<file path="src/rtl/decoder_pkg.sv">
// Shared types and helpers for the streaming N-to-2^N decoder.
package decoder_pkg;

  // Buffer occupancy of the two-entry stream buffer.
  typedef enum logic [1:0] {
    ST_EMPTY = 2'd0,
    ST_ONE   = 2'd1,
    ST_FULL  = 2'd2
  } occ_e;

  // Widest code the helper handles; the top level slices the result.
  localparam int MAX_CODE_W = 6;
  localparam int MAX_OUT_W  = 1 << MAX_CODE_W;

  // Default geometry: 2-bit code, 4-bit one-hot word.
  localparam int DEF_N     = 2;
  localparam int DEF_OUT_W = 1 << DEF_N;

  // One-hot of code when en is set, all-zero otherwise.
  function automatic logic [MAX_OUT_W-1:0] onehot(input logic en,
                                                  input logic [MAX_CODE_W-1:0] code);
    logic [MAX_OUT_W-1:0] r;
    r = '0;
    if (en) r[code] = 1'b1;
    return r;
  endfunction

endpackage

</file>
<file path="src/rtl/decoder_fifo2.sv">
// Two-entry stream buffer with registered in_ready/out_valid.
// Head entry is always head_q; the second entry waits in tail_q.
module decoder_fifo2
  import decoder_pkg::*;
#(
  parameter int W = 3
) (
  input  logic         clk,
  input  logic         rst_n,
  input  logic [W-1:0] in_data,
  input  logic         in_valid,
  output logic         in_ready,
  output logic [W-1:0] out_data,
  output logic         out_valid,
  input  logic         out_ready
);

  occ_e         state_q, state_d;
  logic [W-1:0] head_q, head_d, tail_q, tail_d;
  logic         in_ready_q, in_ready_d;
  logic         out_valid_q, out_valid_d;
  logic         push, pop;

  // Next occupancy and entry movement from the two handshakes.
  always_comb begin
    push        = in_valid & in_ready_q;
    pop         = out_valid_q & out_ready;
    state_d     = state_q;
    head_d      = head_q;
    tail_d      = tail_q;
    case (state_q)
      ST_EMPTY: begin
        if (push) begin
          head_d  = in_data;
          state_d = ST_ONE;
        end
      end
      ST_ONE: begin
        if (push && pop) begin
          head_d = in_data;
        end else if (push) begin
          tail_d  = in_data;
          state_d = ST_FULL;
        end else if (pop) begin
          state_d = ST_EMPTY;
        end
      end
      ST_FULL: begin
        if (pop) begin
          head_d  = tail_q;
          state_d = ST_ONE;
        end
      end
      default: state_d = ST_EMPTY;
    endcase
    in_ready_d  = (state_d != ST_FULL);
    out_valid_d = (state_d != ST_EMPTY);
  end

  // Registered state; in_ready stays low on the reset edge so it rises
  // only once rst_n has been sampled high.
  always_ff @(posedge clk) begin
    if (!rst_n) begin
      state_q     <= ST_EMPTY;
      head_q      <= '0;
      tail_q      <= '0;
      in_ready_q  <= 1'b0;
      out_valid_q <= 1'b0;
    end else begin
      state_q     <= state_d;
      head_q      <= head_d;
      tail_q      <= tail_d;
      in_ready_q  <= in_ready_d;
      out_valid_q <= out_valid_d;
    end
  end

  // Handshake outputs are also held off for the whole time reset is low.
  assign in_ready  = in_ready_q & rst_n;
  assign out_valid = out_valid_q & rst_n;
  assign out_data  = head_q;

endmodule

</file>
<file path="src/rtl/decoder_24_stream.sv">
// Flow-controlled N-to-2^N decoder: buffers {en, code} and decodes the head.
// Optional per-line saturating hit counters: define DECODER_HIT_CNT_EN.
module decoder_24_stream
  import decoder_pkg::*;
#(
  parameter int N     = 2,
  parameter int CNT_W = 8
) (
  input  logic              clk,
  input  logic              rst_n,
  input  logic [N-1:0]      i,
  input  logic              en,
  input  logic              in_valid,
  output logic              in_ready,
  output logic [(1<<N)-1:0] y,
  output logic              out_valid,
  input  logic              out_ready
`ifdef DECODER_HIT_CNT_EN
  ,
  input  logic                      cnt_clr,
  output logic [(1<<N)*CNT_W-1:0]   hit_cnt
`endif
);

  localparam int OUT_W = 1 << N;

  logic [N:0]              head;
  logic [MAX_CODE_W-1:0]   code_ext;
  logic [MAX_OUT_W-1:0]    oh;

  decoder_fifo2 #(.W(N + 1)) u_fifo (
    .clk       (clk),
    .rst_n     (rst_n),
    .in_data   ({en, i}),
    .in_valid  (in_valid),
    .in_ready  (in_ready),
    .out_data  (head),
    .out_valid (out_valid),
    .out_ready (out_ready)
  );

  // Decode the head entry; an idle output reads as zero.
  always_comb begin
    code_ext         = '0;
    code_ext[N-1:0]  = head[N-1:0];
    oh               = onehot(head[N], code_ext);
    y                = out_valid ? oh[OUT_W-1:0] : '0;
  end

`ifdef DECODER_HIT_CNT_EN
  logic [OUT_W-1:0][CNT_W-1:0] cnt_q, cnt_d;
  logic                        pop;

  // Count popped hits per line, saturating; clear overrides a same-cycle pop.
  always_comb begin
    pop   = out_valid & out_ready;
    cnt_d = cnt_q;
    for (int j = 0; j < OUT_W; j++) begin
      if (cnt_clr)
        cnt_d[j] = '0;
      else if (pop && y[j] && (cnt_q[j] != {CNT_W{1'b1}}))
        cnt_d[j] = cnt_q[j] + 1'b1;
    end
  end

  // Counter registers.
  always_ff @(posedge clk) begin
    if (!rst_n) cnt_q <= '0;
    else        cnt_q <= cnt_d;
  end

  assign hit_cnt = cnt_q;
`endif

endmodule

</file>
<file path="config.mk">
export PLATFORM = sky130hd
export DESIGN_NAME = decoder_24_stream
export DESIGN_NICKNAME = d
export VERILOG_FILES = /design/src/rtl/decoder_pkg.sv /design/src/rtl/decoder_fifo2.sv /design/src/rtl/decoder_24_stream.sv
export SDC_FILE = /design/constraint.sdc
export NUM_CORES = 1
export LEC_CHECK = 0
export ABC_AREA = 1
export BUFFER_PORTS_ARGS = -buffer_cell sky130_fd_sc_hd__buf_2
export CAP_MARGIN = 5
export CORE_AREA = 2 2 39 41
export DETAILED_ROUTE_END_ITERATION = 10
export DIE_AREA = 0 0 41 43
export GPL_TIMING_DRIVEN = 0
export PLACE_DENSITY_LB_ADDON = 0.3
export SLEW_MARGIN = 20
export SYNTH_ARGS = -nofsm -noshare
export SYNTH_HDL_FRONTEND = slang
export SYNTH_SLANG_ARGS = --single-unit
export TNS_END_PERCENT = 30
</file>
<file path="constraint.sdc">
create_clock -name clk -period 1 [get_ports clk]
set_clock_uncertainty 0.1 [all_clocks]
set_input_delay 0.05 -clock clk [delete_from_list [all_inputs] [get_ports clk]]
set_output_delay 0.05 -clock clk [all_outputs]
set_load 0.05 [all_outputs]
</file>
==> results of run 1 <==
[routing by layer]
layer / global-route usage / up-vias / share of wire
met2: 0.2406 / 10 / 0.52
li1: - / 283 / -
met5: 0 / - / 0
met1: 0.1902 / 236 / 0.42
met3: 0.03141 / 4 / 0.025
met4: 0.1200 / 0 / 0.032
[cell families (layout without fill, tap and decap cells)]
kind of cell,after synthesis,after routing,share of synthesized area
flip-flops,10,10,0.4156
AO/OA/AOI/OAI,8,8,0.08310
buffers and inverters,10,31,0.09352
AND/OR/NAND/NOR,47,47,0.4078
[layout by cell type (no fill, tap or decap)]
master and n:
o21ai_0 3, dfxtp_2 2, nand2_1 16, dfxtp_4 5
dlygate4sd3_1 5, buf_2 5, nor4_4 4, buf_4 2
inv_1 1, clkbuf_4 3, dfxtp_1 3, o21ai_1 2
nand3_1 4, nor3_1 1, a21oi_1 3, buf_6 5
nor2_4 1, buf_8 2, nand2_4 2, inv_4 5
nand2_2 4, nand3_4 1, inv_2 3, nor2_1 14
[registers in the layout, indices dropped and copies added (netlist names)]
register / flops
u_fifo.out_valid_q: 1
u_fifo.out_data: 3
u_fifo.in_ready_q: 1
u_fifo.state_q: 2
u_fifo.tail_q: 3
[final cells by class]
class | instances | share of cell area
buffer | 1 | 0.01364
timing repair buffer | 18 | 0.2000
clock buffer | 3 | 0.02727
inverter | 9 | 0.05606
sequential | 10 | 0.2682
tap | 16 | 0.02424
multi-input combinational | 55 | 0.4106
[worst max-delay path: stages (launching register included)]
cell and delay [ns]:
dfxtp_4 0.39, inv_4 0.06, nor4_4 0.27, buf_6 0.19
[how the worst min path moves through the flow]
stage | from | to | slack [ns] | cells after the start
2_1_floorplan | i[0] | u_fifo.tail_q[0] | 0.08 | 2
3_3_place_gp | i[1] | u_fifo.tail_q[1] | 0.20 | 3
3_5_place_dp | i[1] | u_fifo.tail_q[1] | 0.20 | 3
4_1_cts | out_ready | u_fifo.state_q[1] | 0.05 | 4
5_1_grt | out_ready | u_fifo.state_q[1] | 0.07 | 4
6_report | out_ready | u_fifo.state_q[1] | 0.04 | 4
[power groups by stage]
stage	Clock [W]	Sequential (W)	Combinational, W
after detailed placement	0	0.000471	0.000181
final	0.000261	0.000473	0.000238
after floorplan	0	0.000466	0.000145
after global routing	0.000300	0.000477	0.000264
after global placement	0	0.000470	0.000178
after CTS	0.000276	0.000469	0.000226
[timing repair]
item	CTS	global route
setup endpoints to repair	16	16
endpoints found under the hold margin	8	0
gates resized for setup	30	10
buffers inserted	1	1
cloned	0	0
pin swaps	3	1
hold buffers	5	0
[per-stage QoR]
stage,instances,util
floorplan,75,-
global placement,102,0.4593
detailed placement,102,0.4593
CTS,111,0.5750
global route,112,0.5967
finish,112,0.5967
==> summary.txt, run 1 <==
Run status
  – Status: finished, violations left
  – Failing checks: negative setup slack

Finish
  – Filler Cells Inserted: 120
  – Area of the multi-input gates: 339.1 µm²
  – Ant. Diodes: 0
  – Final Instance Area: between 800 and 900 µm²
  – Synth-to-Final Area Change: 71.43%
  – NumNets Final: 105
  – Seq. cell area: 221.5 µm²
  – Layout cell share with drive strength beyond 1: 0.4583

Synth
  – Area of the mapped netlist: between 400 and 500 µm²
  – Register area share after synthesis: 0.4156
  – Average cell area after synthesis: around 6.4 µm²
  – Syn_nets: 82
  – Synth area leaders: dfxtp_1 (42%), nand2_1 (16%), nor2_1 (12%)
  – Seq cells post-synth: 10
  – Cells after Synth: 75
  – Async S/R FF share, synth: 0
  – Library cells used by synthesis: 12
  – Post-synth top area share: 0.4156
  – Number of synthesized flops with an enable pin: 0
  – Most used flip-flop cell after synthesis: dfxtp_1
  – Most frequent cells after synthesis: nand2_1 (21), nor2_1 (15), dfxtp_1 (10), inv_1 (7)
  – YS warnings: 0
  – Area leader, netlist: dfxtp_1
  – Most frequent cell after synthesis: nand2_1

Power and ir drop
  – Net Sw Frac: 0.3152
  – Power, Total: between 0.0009 and 0.001 W
  – P_leak: approximately 0.38 nW
  – PwrDens: between 1000 and 1500 nW/µm²
  – Combinational power share: 0.245
  – Sw Pwr: between 0.0003 and 0.0004 W
  – Seq pwr share: 0.486
  – Power share of the clock group: 0.269
  – Int Pwr: roughly 0.00067 W
  – VDD IR max: 0.7438 mV

Detailed routing
  – Vias: 533
  – 1st-pass router iterations: 4
  – Initial DRC count: 8
  – Vias per cell: ~4.8
  – Post-detailed-route count of antenna-violating nets: 0
  – WL per Instance: around 9.6 µm
  – Final wirelength: 1071 µm
  – # DRC: 0

CTS
  – CTS buffer count: 3
  – CTS tree: done
  – Buffer levels on the longest clock path: 2
  – Clk sinks: 10
  – H-tree levels: 1
  – Clk Latency, worst-skew pair: 0.26 ns
  – Root Buffer: clkbuf_4
  – Clock slew at reported path FFs: 0.06 ns

Setup path
  – CP Class: reg2out
  – Crit-path max FO: 3
  – WP data arrival: about 1.2 ns
  – FF-to-FF path depth: 4
  – Critical Path RT: 0.85 ns
  – R2R setup slack: -0.06 ns
  – Worst r2r src: u_fifo.state_q[1]
  – Worst setup EP type: output port
  – Critical R2R Capture: u_fifo.out_data[2]
  – Worst Setup SP: u_fifo.out_data[1]
  – Setup crit start kind: register
  – CP endpoint: y[2]

Placement
  – Dpl hpwl: 771.9 µm
  – Post-DP Area: 635.6 µm²
  – Placement-stage worst setup slack: -0.2086 ns
  – Number of port buffers: 11
  – Final GP Congestion: 0.7614

STA
  – Worst Max-Slew Pin Slew: 0.2228 ns
  – Unrepaired setup endpoints after global routing: yes
  – Tcrit/Tclk final: 1.321
  – Slew HR: 0.8510
  – F_max: 757.0 MHz
  – Worst hold slack: 0.03936 ns
  – Final setup vio count: 13
  – Final critical-path required period: 1.321 ns
  – Final Hold Violating Endpoints: 0
  – Final WS setup: -0.3211 ns
  – Max-slew violation count: 0
  – Setup_tns: -1.623 ns

GRT
  – Largest net degree at the start of global routing: 8
  – GRT Total Usage: 0.1606
  – First-pass GRT wire length: 1904 µm
  – Number of global-route vias before repair: slightly below 500
  – Initial antenna violation count: 0
  – GR Overflow Total: 0

Floorplanning
  – Row count: 14
  – Die Span Y: 43 µm
  – Die area: 1763 µm²
  – Initial Utilization: 0.3481
  – Top Ports: 13
  – Die width: around 41 µm
  – CORE AREA: 1384 µm²

Worst hold path
  – Hold Crit Class: in2reg

Run
  – Max-cap violations: 0
(Power assumes the default switching activity.)
==> run 2: changes to the inputs <==
--- a/config.mk
+++ b/config.mk
@@ -15,2 +15,3 @@
 export PLACE_DENSITY_LB_ADDON = 0.3
+export SETUP_SLACK_MARGIN = 0.1
 export SLEW_MARGIN = 20
==> constraint.sdc (replaced) <==
create_clock -name clk -period 1 [get_ports clk]
set_clock_uncertainty 0.1 [all_clocks]
set_input_delay 0.15 -clock clk [delete_from_list [all_inputs] [get_ports clk]]
set_output_delay 0.15 -clock clk [all_outputs]
set_load 0.05 [all_outputs]
==> run 2 against run 1 <==
The flow still finishes with violations (negative setup slack). Sequential cell count unchanged. Sequential share of layout area grew 1.7 points. Sequential power is essentially flat. Core utilization down 3.6 points. Via count shrank 2.4%. Count of clock-buffer cells in the layout is the same. Worst setup slack got worse by 0.10 ns. Power down 1.3%. Clock power barely moved. Wire length shrank 2.4%. Largest cell class unchanged. Highest routed layer unchanged.
==> summary.txt, run 2 (synthesis gave the netlist of run 1 again) <==
Detailed routing
  – Initial DRC count: 9 (+1)
  – Final wirelength: 1045 µm (-2.4%)
  – Vias: 520 (-2.4%)
  – WL per Instance: 9.766 µm (+2.1%)
  – # DRC: 0 (unchanged)
  – Vias per cell: 4.860 (+2.1%)
  – 1st-pass router iterations: 4 (unchanged)
  – Post-detailed-route count of antenna-violating nets: 0 (unchanged)

STA
  – Final setup vio count: 14 (+1)
  – Final Hold Violating Endpoints: 0 (unchanged)
  – Unrepaired setup endpoints after global routing: yes
  – F_max: 703.4 MHz (-7.1%)
  – Setup_tns: -2.230 ns (-0.6069 ns)
  – Max-slew violation count: 0 (unchanged)
  – Final critical-path required period: 1.422 ns (+0.1007 ns)
  – Worst Max-Slew Pin Slew: 0.2096 ns (-0.01322 ns)
  – Tcrit/Tclk final: 1.422 (+0.1007)
  – Slew HR: 0.8593 (+0.008366)
  – Final WS setup: -0.4217 ns (-0.1007 ns)

Setup path
  – Worst setup EP type: output port
  – CP top delay family: flip-flops
  – Critical R2R Capture: u_fifo.out_data[0]
  – Max stage delay on crit path: 0.39 ns (about the same)
  – R2R setup slack: -0.06 ns (about the same)
  – Setup crit start kind: register
  – Critical Path RT: 0.75 ns (-0.10 ns)
  – FF-to-FF path depth: 4 (unchanged)
  – Worst r2r src: u_fifo.state_q[1]
  – Critical path cell sequence: inv_4 > nor4_4 > buf_6
  – WP data arrival: 1.17 ns (about the same)
  – Crit-path max FO: 3 (unchanged)
  – Crit-path slowest cell: dfxtp_4
  – CP Class: reg2out
  – CP bufs+invs: 2 (unchanged)

Floorplanning
  – Die width: 41 µm (unchanged)
  – Die area: 1763 µm² (unchanged)
  – CORE AREA: 1384 µm² (unchanged)
  – Initial Utilization: 0.3481 (unchanged)
  – Row count: 14 (unchanged)
  – Die Span Y: 43 µm (unchanged)
  – Top Ports: 13 (unchanged)

CTS
  – Clock slew at reported path FFs: 0.06 ns (about the same)
  – Root Buffer: clkbuf_4
  – CTS tree: done
  – CTS buffer count: 3 (unchanged)
  – Clk Latency, worst-skew pair: 0.26 ns (about the same)
  – Clk sinks: 10 (unchanged)
  – H-tree levels: 1 (unchanged)
  – Hold-fix buffers, CTS: 0 (-5)
  – Buffer levels on the longest clock path: 2 (unchanged)

Finish
  – Ant. Diodes: 0 (unchanged)
  – Commonest non-fill, non-tap cell in the layout: nand2_1
  – Filler Cells Inserted: 126 (+5.0%)
  – Layout cell share with drive strength beyond 1: 0.4835 (+0.02518)
  – NumNets Final: 100 (-4.8%)
  – Synth-to-Final Area Change: 61.04%
  – Commonest cells after routing, fill and taps aside: nand2_1 (16), nor2_1 (14)
  – Final Util: 0.5606 (-0.03617)

Placement
  – Number of port buffers: 11 (unchanged)
  – Dpl hpwl: 771.9 µm (unchanged)
  – Final GP Congestion: 0.7614 (unchanged)

Power and ir drop
  – Net Sw Frac: 0.3192 (+0.004047)
  – PwrDens: 1237 nW/µm² (+5.1%)
  – Sw Pwr: 0.0003063 W (about the same)
  – Int Pwr: 0.0006532 W (-1.9%)
  – VDD IR max: 0.7412 mV (-0.35%)
  – Combinational power share: 0.234 (-0.011)
  – Power share of the clock group: 0.274 (+0.005)
  – Seq pwr share: 0.492 (+0.006)
  – Power, Total: 0.0009595 W (-1.3%)
  – P_leak: 0.3634 nW (-5.4%)

GRT
  – Initial antenna violation count: 0 (unchanged)
  – GR Overflow Total: 0 (unchanged)
  – Largest net degree at the start of global routing: 11 (+3)
  – GRT Total Usage: 0.1556 (-0.005051)
  – Number of global-route vias before repair: 479 (-2.8%)
  – First-pass GRT wire length: 1842 µm (-3.3%)

Worst hold path
  – Hold Path Origin: en
  – Worst hold path depth: 3 (-1)
  – Hold Crit Endpoint: u_fifo.tail_q[2]
  – Hold Crit Class: in2reg

Run
  – Max-cap violations: 0 (unchanged)

Run status
  – Status: finished, violations left
  – Failing checks: negative setup slack
## run 2: layer usage
metal | wire length (µm) | GRT usage | up-vias
li1 | - | - | 273
met1 | 435 | 0.1738 | 231
met2 | 539 | 0.2406 | 12
met3 | 36 | 0.03141 | 4
met4 | 34 | 0.1200 | 0
met5 | 0 | 0 | -
## run 2: worst max-delay path by stage
stage	start	end	slack [ns]	depth (start not counted)
after floorplan	u_fifo.out_valid_q	y[0]	-0.35	2
after global placement	u_fifo.out_valid_q	y[0]	-0.23	3
after detailed placement	u_fifo.out_valid_q	y[0]	-0.24	3
after CTS	u_fifo.out_data[1]	y[3]	-0.44	3
after global routing	u_fifo.out_data[1]	y[2]	-0.48	3
final	u_fifo.out_data[1]	y[2]	-0.42	3
## run 2: metrics by stage
step	hold WS [ns]	setup slack [ns]	cells	area, µm²
after floorplan	0.1849	-0.3475	75	560.5
final	0.03509	-0.4217	107	775.7
after global placement	0.2952	-0.2262	102	635.6
after global routing	0.02937	-0.4788	107	775.7
after CTS	0.02693	-0.4353	106	742.0
after detailed placement	0.3028	-0.2433	102	635.6
## run 2: worst reg2reg max path, cell delays in order, from the launching register on
cell and delay [ns]:
dfxtp_4 0.37, o21ai_1 0.21, nand2_2 0.12, nor2_1 0.10
nor2_1 0.05
## run 2: final cells by class
cell class | count | area [µm²] | area share
clock buffer | 3 | 22.52 | 0.02903
inverter | 9 | 46.29 | 0.05968
buffer | 1 | 11.26 | 0.01452
sequential | 10 | 221.5 | 0.2855
timing repair buffer | 13 | 115.1 | 0.1484
multi-input combinational | 55 | 339.1 | 0.4371
tap | 16 | 20.02 | 0.02581
## run 2: power groups by stage
stage / Clock, W / Combinational (W) / Sequential, W
floorplan: 0 / 0.000145 / 0.000466
global placement: 0 / 0.000178 / 0.000470
detailed placement: 0 / 0.000181 / 0.000471
CTS: 0.000276 / 0.000209 / 0.000469
global route: 0.000300 / 0.000248 / 0.000477
finish: 0.000263 / 0.000224 / 0.000472
## run 2: what timing repair did
action                                  CTS  global route
resized for setup                        29            11
buffers inserted                          1             1
endpoints found under the setup margin   16            16
pin swaps                                 4             1
==> run 3: changes to the inputs <==
- CORE_AREA: 2 2 39 41 -> default
- CORE_MARGIN: default -> 2
- CORE_UTILIZATION: default -> 30
- DIE_AREA: 0 0 41 43 -> default
==> run 3 against run 2 <==
Non-clock buffer count is 1 lower. The run still ends with negative setup slack left. Clock power barely moved. Worst setup slack got worse by 0.019 ns.
==> summary.txt, run 3 (synthesis gave the netlist of run 1 again) <==
Run status
  – Status: finished, violations left
  – Failing checks: negative setup slack

STA
  – Final setup vio count: 14 (unchanged)
  – Slew HR: 0.8451 (-0.01420)
  – Worst Max-Slew Pin Slew: 0.2306 ns (+0.02097 ns)
  – Final WS setup: -0.4406 ns (-0.01886 ns)
  – Tcrit/Tclk final: 1.441 (+0.01886)
  – Final Hold Violating Endpoints: 0 (unchanged)
  – Worst hold slack: 0.03558 ns (+0.0004866 ns)
  – Unrepaired setup endpoints after global routing: yes
  – Setup_tns: -2.550 ns (-0.3197 ns)
  – Max-slew violation count: 0 (unchanged)
  – Final critical-path required period: 1.441 ns (+0.01886 ns)
  – F_max: 694.2 MHz (-1.3%)

Setup path
  – FF-to-FF path depth: 6 (+2)
  – Max stage delay on crit path: 0.35 ns (-0.04 ns)
  – Crit-path slowest cell: dfxtp_2
  – Setup crit start kind: register
  – Worst setup EP type: output port
  – Critical path cell sequence: nand2_4 > nor4_4 > buf_6
  – WP data arrival: 1.19 ns (+0.02 ns)
  – Critical Path RT: 0.75 ns (about the same)
  – CP Class: reg2out
  – Crit-path max FO: 5 (+2)
  – Critical R2R Capture: u_fifo.tail_q[0]
  – Worst r2r src: u_fifo.out_valid_q
  – R2R setup slack: -0.13 ns (-0.07 ns)

Detailed routing
  – Vias per cell: 4.887 (+0.56%)
  – Final wirelength: 1025 µm (-1.9%)
  – 1st-pass router iterations: 4 (unchanged)
  – WL per Instance: 9.670 µm (-0.99%)
  – Vias: 518 (-0.38%)
  – # DRC: 0 (unchanged)
  – Initial DRC count: 1 (-8)
  – Post-detailed-route count of antenna-violating nets: 0 (unchanged)

GRT
  – Met3 GRT Util: 0.03673 (+0.005321)
  – GR peak layer: met2
  – Initial antenna violation count: 0 (unchanged)
  – GR Overflow Total: 0 (unchanged)
  – First-pass GRT wire length: 1800 µm (-2.3%)
  – GRT Total Usage: 0.1289 (-0.02663)
  – Largest net degree at the start of global routing: 11 (unchanged)
  – Met2 usage: 0.2118 (-0.02886)
  – Number of global-route vias before repair: 478 (-0.21%)
  – GRT met1 Usage: 0.1421 (-0.03164)

Power and ir drop
  – Seq pwr share: 0.491 (about the same)
  – Int Pwr: 0.0006479 W (-0.82%)
  – PwrDens: 1241 nW/µm² (+0.37%)
  – Sw Pwr: 0.0003028 W (-1.2%)
  – Power share of the clock group: 0.274 (about the same)
  – Combinational power share: 0.234 (about the same)
  – P_leak: 0.3547 nW (-2.4%)
  – VDD IR max: 0.6858 mV (-7.5%)
  – Net Sw Frac: 0.3185 (-0.0007625)

CTS
  – CTS buffer count: 3 (unchanged)
  – Clk Latency, worst-skew pair: 0.26 ns (about the same)
  – Clk sinks: 10 (unchanged)
  – Buffer levels on the longest clock path: 2 (unchanged)
  – Clock slew at reported path FFs: 0.06 ns (about the same)
  – H-tree levels: 1 (unchanged)
  – CTS tree: done
  – Root Buffer: clkbuf_4
  – Hold-fix buffers, CTS: 0 (unchanged)

Floorplanning
  – Die Span Y: 44.07 µm (+2.5%)
  – Initial Utilization: 0.3198 (-0.02833)
  – Die area: 1942 µm² (+10%)
  – Top Ports: 13 (unchanged)
  – Die width: 44.07 µm (+7.5%)
  – CORE AREA: 1506 µm² (+8.9%)
  – Row count: 14 (unchanged)

Worst hold path
  – Hold Crit Endpoint: u_fifo.tail_q[2]
  – Hold Path Origin: en
  – Worst hold path depth: 3 (unchanged)
  – Hold Crit Class: in2reg

Finish
  – Final Util: 0.5083 (-0.05227)
  – Commonest non-fill, non-tap cell in the layout: nand2_1
  – Filler Cells Inserted: 158 (+25%)
  – Commonest cells after routing, fill and taps aside: nand2_1 (17), nor2_1 (14), buf_6 (5), buf_2 (5), dfxtp_4 (5)
  – Layout cell share with drive strength beyond 1: 0.4667 (-0.01685)
  – Synth-to-Final Area Change: 58.96%
  – NumNets Final: 99 (-1.0%)
  – Ant. Diodes: 0 (unchanged)
  – Final Instance Area: 765.7 µm² (-1.3%)

Placement
  – Post-DP Area: 635.6 µm² (unchanged)
  – Final GP Congestion: 0.7517 (-1.3%)
  – Dpl hpwl: 781.7 µm (+1.3%)
  – Placement-stage worst setup slack: -0.2648 ns (-0.02151 ns)
  – Number of port buffers: 11 (unchanged)

Run
  – Max-cap violations: 0 (unchanged)
-- run 3: cell count changes in the layout (fill, tap and decap cells not counted), sizes merged --
cell,change
buf,-1
-- run 3: through the flow --
| step | total power [W] | instances |
|---|---|---|
| after floorplan | 0.0006114 | 75 |
| after global placement | 0.0006473 | 102 |
| after detailed placement | 0.0006513 | 102 |
| after CTS | 0.0009443 | 106 |
| after global routing | 0.001010 | 106 |
| final | 0.0009506 | 106 |
-- run 3: worst max path at each step --
| stage | from | to | slack [ns] | cells after the start |
|---|---|---|---|---|
| 6_report | u_fifo.out_valid_q | y[0] | -0.44 | 3 |
| 5_1_grt | u_fifo.out_data[0] | y[3] | -0.50 | 3 |
| 4_1_cts | u_fifo.out_data[1] | y[3] | -0.45 | 3 |
| 3_5_place_dp | u_fifo.out_data[0] | y[3] | -0.26 | 3 |
| 3_3_place_gp | u_fifo.out_valid_q | y[0] | -0.22 | 3 |
| 2_1_floorplan | u_fifo.out_valid_q | y[0] | -0.35 | 2 |
-- run 3: what timing repair did --
item | 4_1_cts | 5_1_grt
hold endpoints to repair | 0 | 0
pin swaps | 2 | 1
buffers inserted | 1 | 0
endpoints found under the setup margin | 16 | 16
gates resized for setup | 24 | 14
-- run 3: power by group through the flow --
stage	registers (W)	logic (W)	clock network, W
detailed placement	0.000471	0.000181	0
global placement	0.000470	0.000178	0
finish	0.000467	0.000223	0.000261
CTS	0.000463	0.000207	0.000274
global route	0.000471	0.000249	0.000290
floorplan	0.000466	0.000145	0
-- run 3: cell type report --
class | instances | area [µm²] | area share
flip-flops and latches | 10 | 220.2 | 0.2876
plain buffers | 1 | 11.26 | 0.01471
clock buffers | 3 | 22.52 | 0.02941
inverters | 9 | 43.79 | 0.05719
repair buffers | 12 | 107.6 | 0.1405
multi-input cells | 55 | 340.3 | 0.4444
well taps | 16 | 20.02 | 0.02614
-- run 3: routing by layer --
metal  vias up  wire length, µm
li1        272                -
met1       230              441
met2        12              511
met3         4               48
met4         0               23
met5         -                0
-- run 3: critical path: cells and delay by family (launching register included) --
kind / cells / cell delay, ns
buf+inv: 1 / 0.19
simple gates: 2 / 0.39
flops: 1 / 0.35
